===== src/rtl/mul_pkg.sv =====
// Shared definitions for the round-robin multiplier scheduler.
package mul_pkg;

    localparam int unsigned DEF_WIDTH = 8;
    localparam int unsigned DEF_NREQ  = 4;

    typedef enum logic [1:0] {
        ST_IDLE = 2'd0,
        ST_RUN  = 2'd1,
        ST_DONE = 2'd2
    } state_e;

endpackage


===== src/rtl/mul_rr_sched_if.sv =====
// Requester-facing bus of the shared multiplier: requests, operands, grant and result.
interface mul_rr_sched_if
    import mul_pkg::*;
#(
    parameter int unsigned NREQ  = DEF_NREQ,
    parameter int unsigned WIDTH = DEF_WIDTH
);

    logic [NREQ-1:0]       req;
    logic [NREQ*WIDTH-1:0] a_in;
    logic [NREQ*WIDTH-1:0] b_in;
    logic [NREQ-1:0]       gnt;
    logic [NREQ-1:0]       done;
    logic [2*WIDTH-1:0]    product;
    logic                  busy;

    modport master (
        output req, a_in, b_in,
        input  gnt, done, product, busy
    );

    modport slave (
        input  req, a_in, b_in,
        output gnt, done, product, busy
    );

endinterface


===== src/rtl/shift_add_core.sv =====
// Unsigned shift-add multiplier: loads on start, then runs exactly WIDTH steps.
module shift_add_core
    import mul_pkg::*;
#(
    parameter int unsigned WIDTH = DEF_WIDTH
) (
    input  logic               CLK,
    input  logic               RST_N,
    input  logic               start,
    input  logic [WIDTH-1:0]   a,
    input  logic [WIDTH-1:0]   b,
    output logic               busy,
    output logic               done_c,
    output logic [2*WIDTH-1:0] acc
);

    localparam int unsigned PW = 2 * WIDTH;
    localparam int unsigned CW = (WIDTH > 1) ? $clog2(WIDTH) : 1;

    logic [PW-1:0]    mcand_q;
    logic [WIDTH-1:0] mplier_q;
    logic [PW-1:0]    acc_q;
    logic [CW-1:0]    cnt_q;
    logic             run_q;
    logic             last_c;

    // cnt counts 0..WIDTH-1, so the last step is the one where it reads WIDTH-1
    assign last_c = run_q && (cnt_q == CW'(WIDTH - 1));

    always_ff @(posedge CLK or negedge RST_N) begin
        if (!RST_N) begin
            mcand_q  <= '0;
            mplier_q <= '0;
            acc_q    <= '0;
            cnt_q    <= '0;
            run_q    <= 1'b0;
        end else if (start) begin
            mcand_q  <= PW'(a);
            mplier_q <= b;
            acc_q    <= '0;
            cnt_q    <= '0;
            run_q    <= 1'b1;
        end else if (run_q) begin
            if (mplier_q[0]) begin
                acc_q <= acc_q + mcand_q;
            end
            mcand_q  <= mcand_q << 1;
            mplier_q <= mplier_q >> 1;
            cnt_q    <= cnt_q + CW'(1);
            if (last_c) begin
                run_q <= 1'b0;
            end
        end
    end

    assign busy   = run_q;
    assign done_c = last_c;
    assign acc    = acc_q;

endmodule


===== src/rtl/mul_rr_sched.sv =====
// Round-robin arbiter sharing one shift_add_core among NREQ requesters.
module mul_rr_sched
    import mul_pkg::*;
#(
    parameter int unsigned NREQ  = DEF_NREQ,
    parameter int unsigned WIDTH = DEF_WIDTH
) (
    input  logic          CLK,
    input  logic          RST_N,
    mul_rr_sched_if.slave bus
);

    localparam int unsigned PW = $clog2(NREQ);

    state_e             state_q, state_d;
    logic [NREQ-1:0]    gnt_q, gnt_d;
    logic [PW-1:0]      ptr_q, ptr_d;
    logic [PW-1:0]      gnt_idx_q, gnt_idx_d;
    logic [PW-1:0]      win_idx_c;
    logic [PW-1:0]      cand_c;
    logic               win_vld_c;
    logic               start_c;
    logic [WIDTH-1:0]   a_arr [NREQ];
    logic [WIDTH-1:0]   b_arr [NREQ];
    logic [WIDTH-1:0]   a_sel_c, b_sel_c;
    logic               core_busy;
    logic               core_done_c;
    logic [2*WIDTH-1:0] core_acc;

    for (genvar g = 0; g < NREQ; g++) begin : g_unpack
        assign a_arr[g] = bus.a_in[g*WIDTH +: WIDTH];
        assign b_arr[g] = bus.b_in[g*WIDTH +: WIDTH];
    end

    // First set request searching ptr+1, ptr+2, ... modulo NREQ
    always_comb begin
        win_vld_c = 1'b0;
        win_idx_c = '0;
        cand_c    = '0;
        for (int unsigned k = 1; k <= NREQ; k++) begin
            cand_c = PW'((32'(ptr_q) + k) % NREQ);
            if (!win_vld_c && bus.req[cand_c]) begin
                win_vld_c = 1'b1;
                win_idx_c = cand_c;
            end
        end
    end

    assign a_sel_c = a_arr[win_idx_c];
    assign b_sel_c = b_arr[win_idx_c];

    always_ff @(posedge CLK or negedge RST_N) begin
        if (!RST_N) begin
            state_q   <= ST_IDLE;
            gnt_q     <= '0;
            ptr_q     <= PW'(NREQ - 1);
            gnt_idx_q <= '0;
        end else begin
            state_q   <= state_d;
            gnt_q     <= gnt_d;
            ptr_q     <= ptr_d;
            gnt_idx_q <= gnt_idx_d;
        end
    end

    always_comb begin
        state_d   = state_q;
        gnt_d     = gnt_q;
        ptr_d     = ptr_q;
        gnt_idx_d = gnt_idx_q;
        start_c   = 1'b0;
        case (state_q)
            ST_IDLE: begin
                if (win_vld_c) begin
                    start_c   = 1'b1;
                    gnt_d     = NREQ'(1) << win_idx_c;
                    gnt_idx_d = win_idx_c;
                    state_d   = ST_RUN;
                end
            end
            ST_RUN: begin
                if (core_busy && core_done_c) begin
                    state_d = ST_DONE;
                end
            end
            ST_DONE: begin
                // Moving the pointer to the winner hands priority to the next index
                state_d = ST_IDLE;
                gnt_d   = '0;
                ptr_d   = gnt_idx_q;
            end
            default: begin
                state_d = ST_IDLE;
                gnt_d   = '0;
            end
        endcase
    end

    shift_add_core #(
        .WIDTH (WIDTH)
    ) u_core (
        .CLK    (CLK),
        .RST_N  (RST_N),
        .start  (start_c),
        .a      (a_sel_c),
        .b      (b_sel_c),
        .busy   (core_busy),
        .done_c (core_done_c),
        .acc    (core_acc)
    );

    // Accumulator is only cleared at the next grant, so product holds through IDLE
    assign bus.gnt     = gnt_q;
    assign bus.done    = (state_q == ST_DONE) ? gnt_q : '0;
    assign bus.busy    = (state_q != ST_IDLE);
    assign bus.product = core_acc;

endmodule


===== src/flat_wrapper.sv =====
// flat-port wrapper written by rule: the top's interface ports become plain ports
module mul_rr_sched_flat import mul_pkg::*;
#(
    parameter int unsigned NREQ  = DEF_NREQ,
    parameter int unsigned WIDTH = DEF_WIDTH
)
  (CLK, RST_N, bus_req, bus_a_in, bus_b_in, bus_gnt, bus_done, bus_product, bus_busy);
  mul_rr_sched_if #(.NREQ(NREQ), .WIDTH(WIDTH)) bus_i ();
  input  logic CLK;
  input  logic RST_N;
  input wire logic [$bits(bus_i.req)-1:0] bus_req;
  input wire logic [$bits(bus_i.a_in)-1:0] bus_a_in;
  input wire logic [$bits(bus_i.b_in)-1:0] bus_b_in;
  output wire logic [$bits(bus_i.gnt)-1:0] bus_gnt;
  output wire logic [$bits(bus_i.done)-1:0] bus_done;
  output wire logic [$bits(bus_i.product)-1:0] bus_product;
  output wire logic [$bits(bus_i.busy)-1:0] bus_busy;
  assign bus_i.req = bus_req;
  assign bus_i.a_in = bus_a_in;
  assign bus_i.b_in = bus_b_in;
  assign bus_gnt = bus_i.gnt;
  assign bus_done = bus_i.done;
  assign bus_product = bus_i.product;
  assign bus_busy = bus_i.busy;
  mul_rr_sched #(.NREQ(NREQ), .WIDTH(WIDTH)) u_core (.CLK(CLK), .RST_N(RST_N), .bus(bus_i));
endmodule

===== config.mk =====
export PLATFORM = sky130hd
export DESIGN_NAME = mul_rr_sched_flat
export DESIGN_NICKNAME = d
export VERILOG_FILES = /design/src/rtl/mul_pkg.sv /design/src/rtl/mul_rr_sched_if.sv /design/src/rtl/shift_add_core.sv /design/src/rtl/mul_rr_sched.sv /design/src/flat_wrapper.sv
export SDC_FILE = /design/constraint.sdc
export NUM_CORES = 1
export LEC_CHECK = 0
export ABC_AREA = 1
export CAP_MARGIN = 20
export CORE_MARGIN = 2
export CORE_UTILIZATION = 55
export CTS_BUF_LIST = sky130_fd_sc_hd__clkbuf_4
export CTS_CLUSTER_DIAMETER = 80
export DETAILED_ROUTE_END_ITERATION = 10
export PLACE_DENSITY_LB_ADDON = 0.2
export SETUP_SLACK_MARGIN = 0.5
export SLEW_MARGIN = 20
export SYNTH_ARGS = -nofsm -noshare
export SYNTH_HDL_FRONTEND = slang
export SYNTH_SLANG_ARGS = --single-unit

===== constraint.sdc =====
create_clock -name CLK -period 4.1 [get_ports CLK]
set_clock_uncertainty 0.1 [all_clocks]
set_input_delay 0.82 -clock CLK [delete_from_list [all_inputs] [get_ports CLK]]
set_output_delay 0.82 -clock CLK [all_outputs]
set_load 0.03 [all_outputs]

* Word level (Yosys, flattened, before mapping)
Index checks and enable logic that the tools add are counted.
** Word-level totals
- Logic and storage cells :: 86
- Register bits after elaboration :: 54
- Output and inout bits :: 25
** Cells by class
- Add/sub/neg operators :: 6
- Eq/ne operators :: 5
- Shifts and indexed selects :: 1
- Mux-type cells :: 42
- Magnitude comparators :: 5
- Bitwise logic cells :: 2
- Reductions and logical operators :: 16
** Operators with widths (count)
- $mux W16 :: 5
- $mux W8 :: 6
- $bmux W8 S2 :: 2
- $add A16 B16 Y16 :: 1
- $mux W1 :: 13
- $lt A2 B3 Y1 const B :: 4
- $mux W2 :: 6
- $bmux W1 S2 :: 4
- $mux W4 :: 2
- $pmux W4 S2 :: 1
- $reduce_and A2 Y1 :: 4
- $mux W3 :: 2
- $reduce_bool A2 Y1 :: 3
- $logic_and A1 B1 Y1 :: 5
- $add A2 B1 Y2 const B :: 2
- $add A2 B2 Y2 const B :: 2
- $ne A2 B1 Y1 const B :: 2
- $pmux W2 S2 :: 1
- $shl A1 B2 Y4 const A :: 1
- $add A3 B1 Y3 const B :: 1
- $eq A3 B3 Y1 const B :: 1
- $ge A3 B3 Y1 const B :: 1
- $logic_not A1 Y1 :: 3
- $not A2 Y3 :: 1
- other kinds (4) :: 4

* Longest topological paths before layout
Gate-level depths: netlist of run 1.
- Word-level depth :: 18
- Gate-level depth with buffers :: 16
- Depth with buffers taken out :: 14

* By module
Synthesis of run 1 repeated with hierarchy kept, for this count alone.
** Unflattened totals
- Cell total of the unflattened synthesis :: 620
- Area total of the unflattened synthesis :: 4073.9 sq um
** Modules (own cells, without submodules)
- shift_add_core :: times used 1, area an instance 2702.6 sq um, sequential area each 1101.1 sq um, cells an instance 358
- mul_rr_sched :: times used 1, area an instance 1371.3 sq um, sequential area each 252.7 sq um, cells an instance 262

* Least setup slack after synthesis of run 1
No wires, ideal clock.
- Path type :: reg2reg
- Start point :: register u_core.u_core.acc_q[0] (netlist: u_core.u_core.acc[0])
- End point :: register u_core.u_core.acc_q[10] (netlist: u_core.u_core.acc[10])
- Required time :: 3.878 ns
- Arrival :: 2.141 ns
- Setup time :: 0.122 ns
- Buffers on the path :: 0
- Cell stages (with the launch flop) :: 12
- Path slack :: 1.737 ns
- Path through :: dfrtp_1 ha_1 fa_1 nand2_1 inv_1 o21ai_0 nand2_1 a21boi_0 nor2_1 nor2_1 xor2_1 o21ai_1
** On the way
- Cells in the longest elaborated chain, start to end :: 4
** Ends and longest elaborated chain
- start: declaration :: RTL line shift_add_core.sv:22 : logic [PW-1:0] acc_q;
- start signal: assignment :: RTL line shift_add_core.sv:45 : acc_q <= acc_q + mcand_q;
- $add A16 B16 Y16 :: RTL line shift_add_core.sv:45
- $mux W16 :: RTL line shift_add_core.sv:44 : if (mplier_q[0]) begin
- $mux W16 :: RTL line shift_add_core.sv:43 : end else if (run_q) begin
- $mux W16 :: RTL line shift_add_core.sv:37 : end else if (start) begin
No other way between the ends. The select of a mux whose other input is x is not followed.
A chain may end at the register's enable or synchronous reset.

* Worst setup path after layout of run 1
- Start point :: input bus_req[3]
- End point :: register u_core.u_core.acc_q[8] (netlist: u_core.u_core.acc[8])
** On the way
- Cells in the longest elaborated chain, start to end :: 16
- Elaborated cells between the ends (all ways) :: 24
** Ends and longest elaborated chain
- start: declaration :: RTL line flat_wrapper.sv:11 : input wire logic [$bits(bus_i.req)-1:0] bus_req;
- $bmux W1 S2 :: RTL line mul_rr_sched.sv:42 : if (!win_vld_c && bus.req[cand_c]) begin
- $mux W1 (not written as such) :: RTL line mul_rr_sched.sv:42
- $mux W1 :: RTL line mul_rr_sched.sv:42
- $logic_not A1 Y1 :: RTL line mul_rr_sched.sv:42
- $logic_and A1 B1 Y1 :: RTL line mul_rr_sched.sv:42
- $mux W1 :: RTL line mul_rr_sched.sv:42
- $logic_not A1 Y1 :: RTL line mul_rr_sched.sv:42
- $logic_and A1 B1 Y1 :: RTL line mul_rr_sched.sv:42
- $mux W1 :: RTL line mul_rr_sched.sv:42
- $logic_not A1 Y1 :: RTL line mul_rr_sched.sv:42
- $logic_and A1 B1 Y1 :: RTL line mul_rr_sched.sv:42
- $mux W1 * :: RTL line mul_rr_sched.sv:42
- $mux W1 * :: RTL line mul_rr_sched.sv:74 : if (win_vld_c) begin
- $mux W1 * :: RTL line mul_rr_sched.sv:72 : case (state_q)
- $reduce_bool A2 Y1 (no source line)
- $reduce_and A2 Y1 (no source line)
Every way passes the cells marked *; elsewhere a longest branch is shown, timed or not. The select of a mux whose other input is x is not followed.

==> results of run 1 <==
==> cell type report <==
class | count | area share, %
Inverter | 34 | 2.78
Clock buffer | 5 | 0.787
Timing Repair Buffer | 95 | 19.8
Sequential cell | 54 | 28.4
Clock inverter | 3 | 0.551
Multi-Input combinational cell | 414 | 45.6
Tap cell | 80 | 2.10
==> worst min path at each step <==
stage                                                      from                                     to  slack (ns)  cells past startpoint
after floorplan           u_core.u_core.mplier_q[7]$_DFFE_PN0P_  u_core.u_core.mplier_q[7]$_DFFE_PN0P_        0.35                      2
after global placement    u_core.u_core.mplier_q[7]$_DFFE_PN0P_  u_core.u_core.mplier_q[7]$_DFFE_PN0P_        0.37                      2
after detailed placement  u_core.u_core.mplier_q[7]$_DFFE_PN0P_  u_core.u_core.mplier_q[7]$_DFFE_PN0P_        0.38                      2
after CTS                 u_core.u_core.mplier_q[7]$_DFFE_PN0P_  u_core.u_core.mplier_q[7]$_DFFE_PN0P_        0.41                      2
after global routing      u_core.u_core.mplier_q[7]$_DFFE_PN0P_  u_core.u_core.mplier_q[7]$_DFFE_PN0P_        0.44                      2
final                                                     RST_N      u_core.u_core.acc[14]$_DFFE_PN0P_        0.41                      2
==> flip-flops by register name (all words and copies together) (netlist names) <==
| name | count |
|---|---|
| u_core.u_core.busy | 1 |
| u_core.u_core.cnt_q | 3 |
| u_core.gnt_idx_q | 2 |
| u_core.state_q | 2 |
| u_core.u_core.mcand_q | 16 |
| u_core.bus.gnt | 4 |
| u_core.u_core.acc | 16 |
| u_core.u_core.mplier_q | 8 |
| u_core.ptr_q | 2 |
==> layer usage <==
layer | vias to the layer above | part of all wire, % | GRT usage, %
li1 | 1934 | - | -
met1 | 1798 | 45 | 35.4
met2 | 142 | 48 | 42.8
met3 | 12 | 6.2 | 3.32
met4 | 0 | 1.2 | 7.27
met5 | - | 0 | 0
==> power by group through the flow <==
stage	combinational [uW]	sequential [uW]	clock (uW)
2_1_floorplan	1970	1000	0
3_3_place_gp	2420	946	0
3_5_place_dp	2470	954	0
4_1_cts	2470	942	264
5_1_grt	2800	972	295
6_report	2480	944	258
==> stage by stage <==
stage                     instances  hold WS, ns
after floorplan                 525        0.349
after global routing            685        0.439
after CTS                       685        0.415
after detailed placement        677        0.375
final                           685        0.411
after global placement          677        0.367
==> logic make-up (layout without fill, tap and decap cells) <==
group / Yosys count / in the layout
AO/OA/AOI/OAI: 78 / 78
XOR/XNOR: 12 / 12
adder cells (fa/ha/maj): 18 / 18
buffers and inverters: 57 / 137
flip-flops: 54 / 54
AND/OR/NAND/NOR: 306 / 306
==> cell usage in the layout, fill, tap and decap left out, types with 2 or more instances in the layout <==
cell type | synthesis | layout
inv_1 | 29 | 29
o21ai_0 | 22 | 22
a21boi_0 | 7 | 7
nand2_2 | 9 | 9
xnor2_1 | 5 | 5
clkdlybuf4s50_1 | 0 | 93
a21oi_1 | 28 | 28
nand4_1 | 2 | 2
o21ai_1 | 6 | 6
inv_4 | 2 | 2
inv_6 | 0 | 3
clkbuf_4 | 0 | 5
o22ai_1 | 4 | 4
xor2_1 | 7 | 7
a21o_1 | 3 | 3
inv_2 | 3 | 3
nor2_1 | 27 | 27
nand2_4 | 2 | 2
nand3_1 | 121 | 121
dfstp_2 | 2 | 2
ha_1 | 17 | 17
o31ai_1 | 4 | 4
nand2_1 | 135 | 135
nor3_1 | 4 | 4
dfrtp_1 | 52 | 52
==> worst max-delay path: stages <==
cell and delay, ns:
clkdlybuf4s50_1 0.42, nand2_1 0.12, nand2_1 0.06, nand2_1 0.07, nand2_1 0.09, nor2_4 0.14
nand3_2 0.12, nand2_2 0.47, inv_4 0.29, nor2_8 0.25, inv_2 0.12, o21ai_0 0.16
==> flow_summary.json, run 1 <==
{
  "p_int_uw": 1690,
  "rsz0062_at_grt": "false",
  "synth-seq-cells": 54,
  "grt_start_max_net_pins": 55,
  "grt_pass1_vias": 3595,
  "post_cts_buffers": 0,
  "power_density_mw_per_mm2": 772,
  "reg2regPathDepth": 12,
  "core-area_sq_mm": 0.00676,
  "clock-root-buffer": "clkbuf_4",
  "synth_fa_ha_area_share_pct": 6.09,
  "ys_top_cells_by_area": "dfrtp_1 34%, nand3_1 16%, nand2_1 13%, ha_1 5.6%, a21oi_1 3.7%",
  "hold_path.class": "in -> async",
  "pwr-share-comb_pct": 67.4,
  "wl_per_cell_microns": 14.0,
  "ys.flop_type": "dfrtp_1",
  "final-max-slew-violation-count": 0,
  "antenna_found_initial": 0,
  "leakagePower_uw": 0.00228,
  "diodes": 0,
  "multi_input_area_sq_mm": 0.00217,
  "fp-row-count": 30,
  "status": "complete, no violations",
  "worstPathMaxFanout": 37,
  "ant_nets": 0,
  "crit_path_start_kind": "input port",
  "synth_xor_xnor_area_share_pct": 2.75,
  "startpoint": "bus_req[3]",
  "syn_area_sq_mm": 0.00382,
  "final_hold_viol_count": 0,
  "syn_inst": 525,
  "grt_pass1_wl_mm": 15.9,
  "power_uw": 3680,
  "crit_end": "u_core.u_core.acc[8]$_DFFE_PN0P_",
  "die_w_microns": 87.3,
  "synthArstFlopShare_pct": 100,
  "worstSetupPathType": "in -> reg",
  "swShare_pct": 54.2,
  "holdBufCountCts": 0,
  "placed_area_sq_mm": 0.00470,
  "route.vias.total": 3886,
  "max_freq_mhz": 340,
  "cp-end-kind": "flip-flop",
  "min_period_over_period_pct": 71.8,
  "dpl.hpwl_mm": 7.42,
  "pwr-share-clk_pct": 7.0,
  "pin_count": 95,
  "min_period_ns": 2.94,
  "synth_mux_area_share_pct": 0,
  "final_cell_area_sq_mm": 0.00477,
  "dieArea_sq_mm": 0.00763,
  "p_sw_uw": 2000,
  "h-tree-depth": 2,
  "ir_drop_mv": 0.530,
  "worstPathRequired_ns": 4.31,
  "ff2ff_setup_slack_ns": 1.28,
  "synth_top_family_by_area": "simple AND/OR/NAND/NOR gates",
  "dr.pass1.iters": 5,
  "fill_cells": 590,
  "synth.most_common_cell": "nand2_1",
  "yosys.area_share.simple_pct": 36.3,
  "synth_fp_nets": 613,
  "reg2reg_from": "u_core.ptr_q[0]$_DFFE_PN1N_",
  "synth-seq-area-share_pct": 35.4,
  "cts_buffers": 5,
  "drive_above_1_share_pct": 5.62,
  "cts.repair.resized": 0,
  "drc": 0,
  "nets": 692,
  "worst_pin_slew_ns": 0.748,
  "r2r_end": "u_core.u_core.acc[8]$_DFFE_PN0P_",
  "vias_per_cell": 5.67,
  "seq_power_share_pct": 25.6,
  "clock-sinks": 54,
  "worst_slack_ns": 1.16,
  "max_cap_violations": 0,
  "drt-total-wl_mm": 9.61,
  "slew_headroom_pct": 50.0,
  "register_area_sq_mm": 0.00135,
  "synth_area_leader_cell": "dfrtp_1",
  "clock_latency_ns": 0.39,
  "area_growth_pct": 24.8,
  "clk_pin_slew_ns": 0.17,
  "setup_viol": 0,
  "cts_tree": "yes",
  "synth.distinct_cells": 37,
  "utilization_pct": 70.6,
  "synth-compound-area-share_pct": 11.8,
  "start_util_pct": 56.5,
  "setup_tns_ns": 0,
  "synth-edff-count": 0,
  "preCtsSetupSlack_ns": 0.741,
  "grt_use_total_pct": 25.8,
  "yosysWarningCount": 0,
  "synthTopCellsByCount": "135 x nand2_1, 121 x nand3_1, 52 x dfrtp_1, 29 x inv_1, 28 x a21oi_1",
  "die_h_microns": 87.3,
  "first_iter_violations": 262,
  "arrival_ns": 3.15,
  "overflow": 0,
  "syn_area_per_cell_sq_um": 7.28,
  "gp_congestion": 0.864,
  "clock_path_buffers": 2,
  "io_buffer_count": 94,
  "yosysTopAreaCellShare_pct": 34.1
}
Note: power is estimated with default switching activity, not from simulation.
==> inputs of run 2 (changes only) <==
--- a/config.mk
+++ b/config.mk
@@ -8,7 +8,7 @@
 export ABC_AREA = 1
 export CAP_MARGIN = 20
 export CORE_MARGIN = 2
-export CORE_UTILIZATION = 55
+export CORE_UTILIZATION = 47
 export CTS_BUF_LIST = sky130_fd_sc_hd__clkbuf_4
 export CTS_CLUSTER_DIAMETER = 80
 export DETAILED_ROUTE_END_ITERATION = 10
==> constraint.sdc (replaced) <==
create_clock -name CLK -period 2.4 [get_ports CLK]
set_clock_uncertainty 0.1 [all_clocks]
set_input_delay 0.48 -clock CLK [delete_from_list [all_inputs] [get_ports CLK]]
set_output_delay 0.48 -clock CLK [all_outputs]
set_load 0.03 [all_outputs]
==> run 2 against run 1 <==
The flow now finishes with violations (setup timing). Via count is 12% higher. Wire length is 42% higher. Design area is 26% higher. Worst setup slack worse by 1.2 ns. Cell count is 10% higher. Utilization is 6.6 points higher. First-iteration DRC count is 6.9% higher. Sequential share of layout area is 5.9 points lower. Non-clock buffer count is 47 higher. Hold slack worse by 0.33 ns. Register-to-register slack worse by 1.3 ns. Die area is 16% higher. Critical path type is now reg -> reg. Largest power group unchanged.
==> flow_summary.json, run 2 (same netlist as run 1, synthesis figures left out) <==
{
  "crit_path_start_kind": "flip-flop",
  "leakagePower_uw": 0.00288,
  "route.met3.wl_microns": 859,
  "dieArea_sq_mm": 0.00886,
  "clock_latency_ns": 0.40,
  "cp-end-kind": "flip-flop",
  "ant_nets": 0,
  "min_period_ns": 2.41,
  "grt_use_total_pct": 26.6,
  "drc": 0,
  "preCtsSetupSlack_ns": -0.117,
  "register_area_sq_mm": 0.00136,
  "final_hold_viol_count": 0,
  "cts_buffers": 5,
  "antenna_found_initial": 0,
  "h-tree-depth": 2,
  "gp_congestion": 0.886,
  "diodes": 0,
  "setup_tns_ns": -0.00777,
  "wl_met2_mm": 6.97,
  "rsz0062_at_grt": "true",
  "pin_count": 95,
  "layout_common_cells": "94 x nand2_1, 82 x nand3_1, 68 x clkdlybuf4s50_1, 49 x dfrtp_1, 39 x nand3_2",
  "final-max-slew-violation-count": 0,
  "crit_buf_inv": 2,
  "power_uw": 9770,
  "power_density_mw_per_mm2": 1620,
  "wl_per_cell_microns": 18.1,
  "hold_path.class": "in -> async",
  "worst_slack_ns": -0.00777,
  "dpl.cell_count": 719,
  "fin_cells": 755,
  "status": "finished with violations",
  "worstPathRequired_ns": 2.58,
  "violations": "setup timing",
  "dr.pass1.iters": 5,
  "grt_pass1_wl_mm": 18.8,
  "fill_cells": 522,
  "drt-met1-wl_mm": 5.52,
  "multi_input_area_sq_mm": 0.00278,
  "io_buffer_count": 94,
  "overflow": 0,
  "cpMaxStageDelayCell": "dfstp_2",
  "max_freq_mhz": 415,
  "layout_commonest_cell": "nand2_1",
  "clock-sinks": 54,
  "clock-root-buffer": "clkbuf_4",
  "setup_viol": 1,
  "vias_per_cell": 5.75,
  "cp_top_family": "flip-flops",
  "slew_headroom_pct": 54.3,
  "die_w_microns": 94.2,
  "grt_start_max_net_pins": 55,
  "holdWs_ns": 0.0761,
  "die_h_microns": 94.2,
  "route.vias.total": 4345,
  "clk_pin_slew_ns": 0.20,
  "drt-total-wl_mm": 13.6,
  "core-area_sq_mm": 0.00781,
  "nets": 740,
  "fp-row-count": 32,
  "clock_path_buffers": 2,
  "worstPathMaxFanout": 18,
  "critical-path-max-stage-delay_ns": 0.69,
  "dpl.hpwl_mm": 8.21,
  "cts_tree": "yes",
  "min_period_over_period_pct": 100,
  "arrival_ns": 2.59,
  "start_util_pct": 48.9,
  "worst_pin_slew_ns": 0.686,
  "top_layer_used": "met4",
  "ir_drop_mv": 1.07,
  "worstPathCellList": "buf_6, nand2_1, nand3_1, nand2_1, o21ai_1, nand2_2, a21oi_4, buf_12, nand3_2, nand3_2, nand2_2",
  "area_growth_pct": 57.8,
  "max_cap_violations": 0,
  "first_iter_violations": 280,
  "worstSetupPathType": "reg -> reg",
  "grt_pass1_vias": 4026,
  "drive_above_1_share_pct": 30.8
}
==> run 2: per-layer routing <==
| layer | vias up | global-route usage (%) |
|---|---|---|
| li1 | 2037 | - |
| met1 | 2076 | 35.3 |
| met2 | 202 | 45.7 |
| met3 | 30 | 3.45 |
| met4 | 0 | 6.88 |
| met5 | - | 0 |
==> run 2: layout make-up <==
type	count	area share, %
multi-input combinational	414	46.1
timing repair buffer	142	25.2
sequential	54	22.5
inverter	34	2.62
tap	102	2.12
clock inverter	3	0.789
clock buffer	5	0.623
timing repair inverter	1	0.104
==> run 2: worst paths after layout <==
path                                                        from                                    end  slack [ns]  cells past startpoint
setup / recovery                     u_core.ptr_q[0]$_DFFE_PN1N_  u_core.u_core.mplier_q[5]$_DFFE_PN0P_      -0.008                     11
hold / removal                                             RST_N  u_core.u_core.mcand_q[15]$_DFFE_PN0P_        0.08                      2
setup reg to reg                     u_core.ptr_q[0]$_DFFE_PN1N_  u_core.u_core.mplier_q[5]$_DFFE_PN0P_      -0.008                     11
hold reg to reg            u_core.u_core.mplier_q[7]$_DFFE_PN0P_  u_core.u_core.mplier_q[7]$_DFFE_PN0P_        0.41                      2
max in group asynchronous                                  RST_N       u_core.u_core.acc[0]$_DFFE_PN0P_        1.60                      2
min in group CLK           u_core.u_core.mplier_q[7]$_DFFE_PN0P_  u_core.u_core.mplier_q[7]$_DFFE_PN0P_        0.41                      2
==> run 2: timing repair <==
action                                  in CTS  in global routing
gates resized for setup                     89                130
endpoints found under the setup margin      75                 55
pin swaps                                    8                 28
hold buffers                                 0                  0
gates cloned                                 2                  4
buffers inserted                            14                  8
==> run 2: where the power goes <==
group          total, uW  leakage, uW  switching [uW]  internal [uW]
Combinational       7590      0.00214            4360           3230
Sequential          1620     0.000695             339           1280
Clock                563    0.0000462             335            227
Total               9770      0.00288            5030           4730
==> run 2: through the flow <==
stage | utilization, % | cell area [sq um]
after floorplan | - | 3920
after detailed placement | 64.5 | 5030
final | 77.2 | 6030
after CTS | 69.0 | 5390
after global placement | 64.5 | 5030
after global routing | 77.2 | 6030
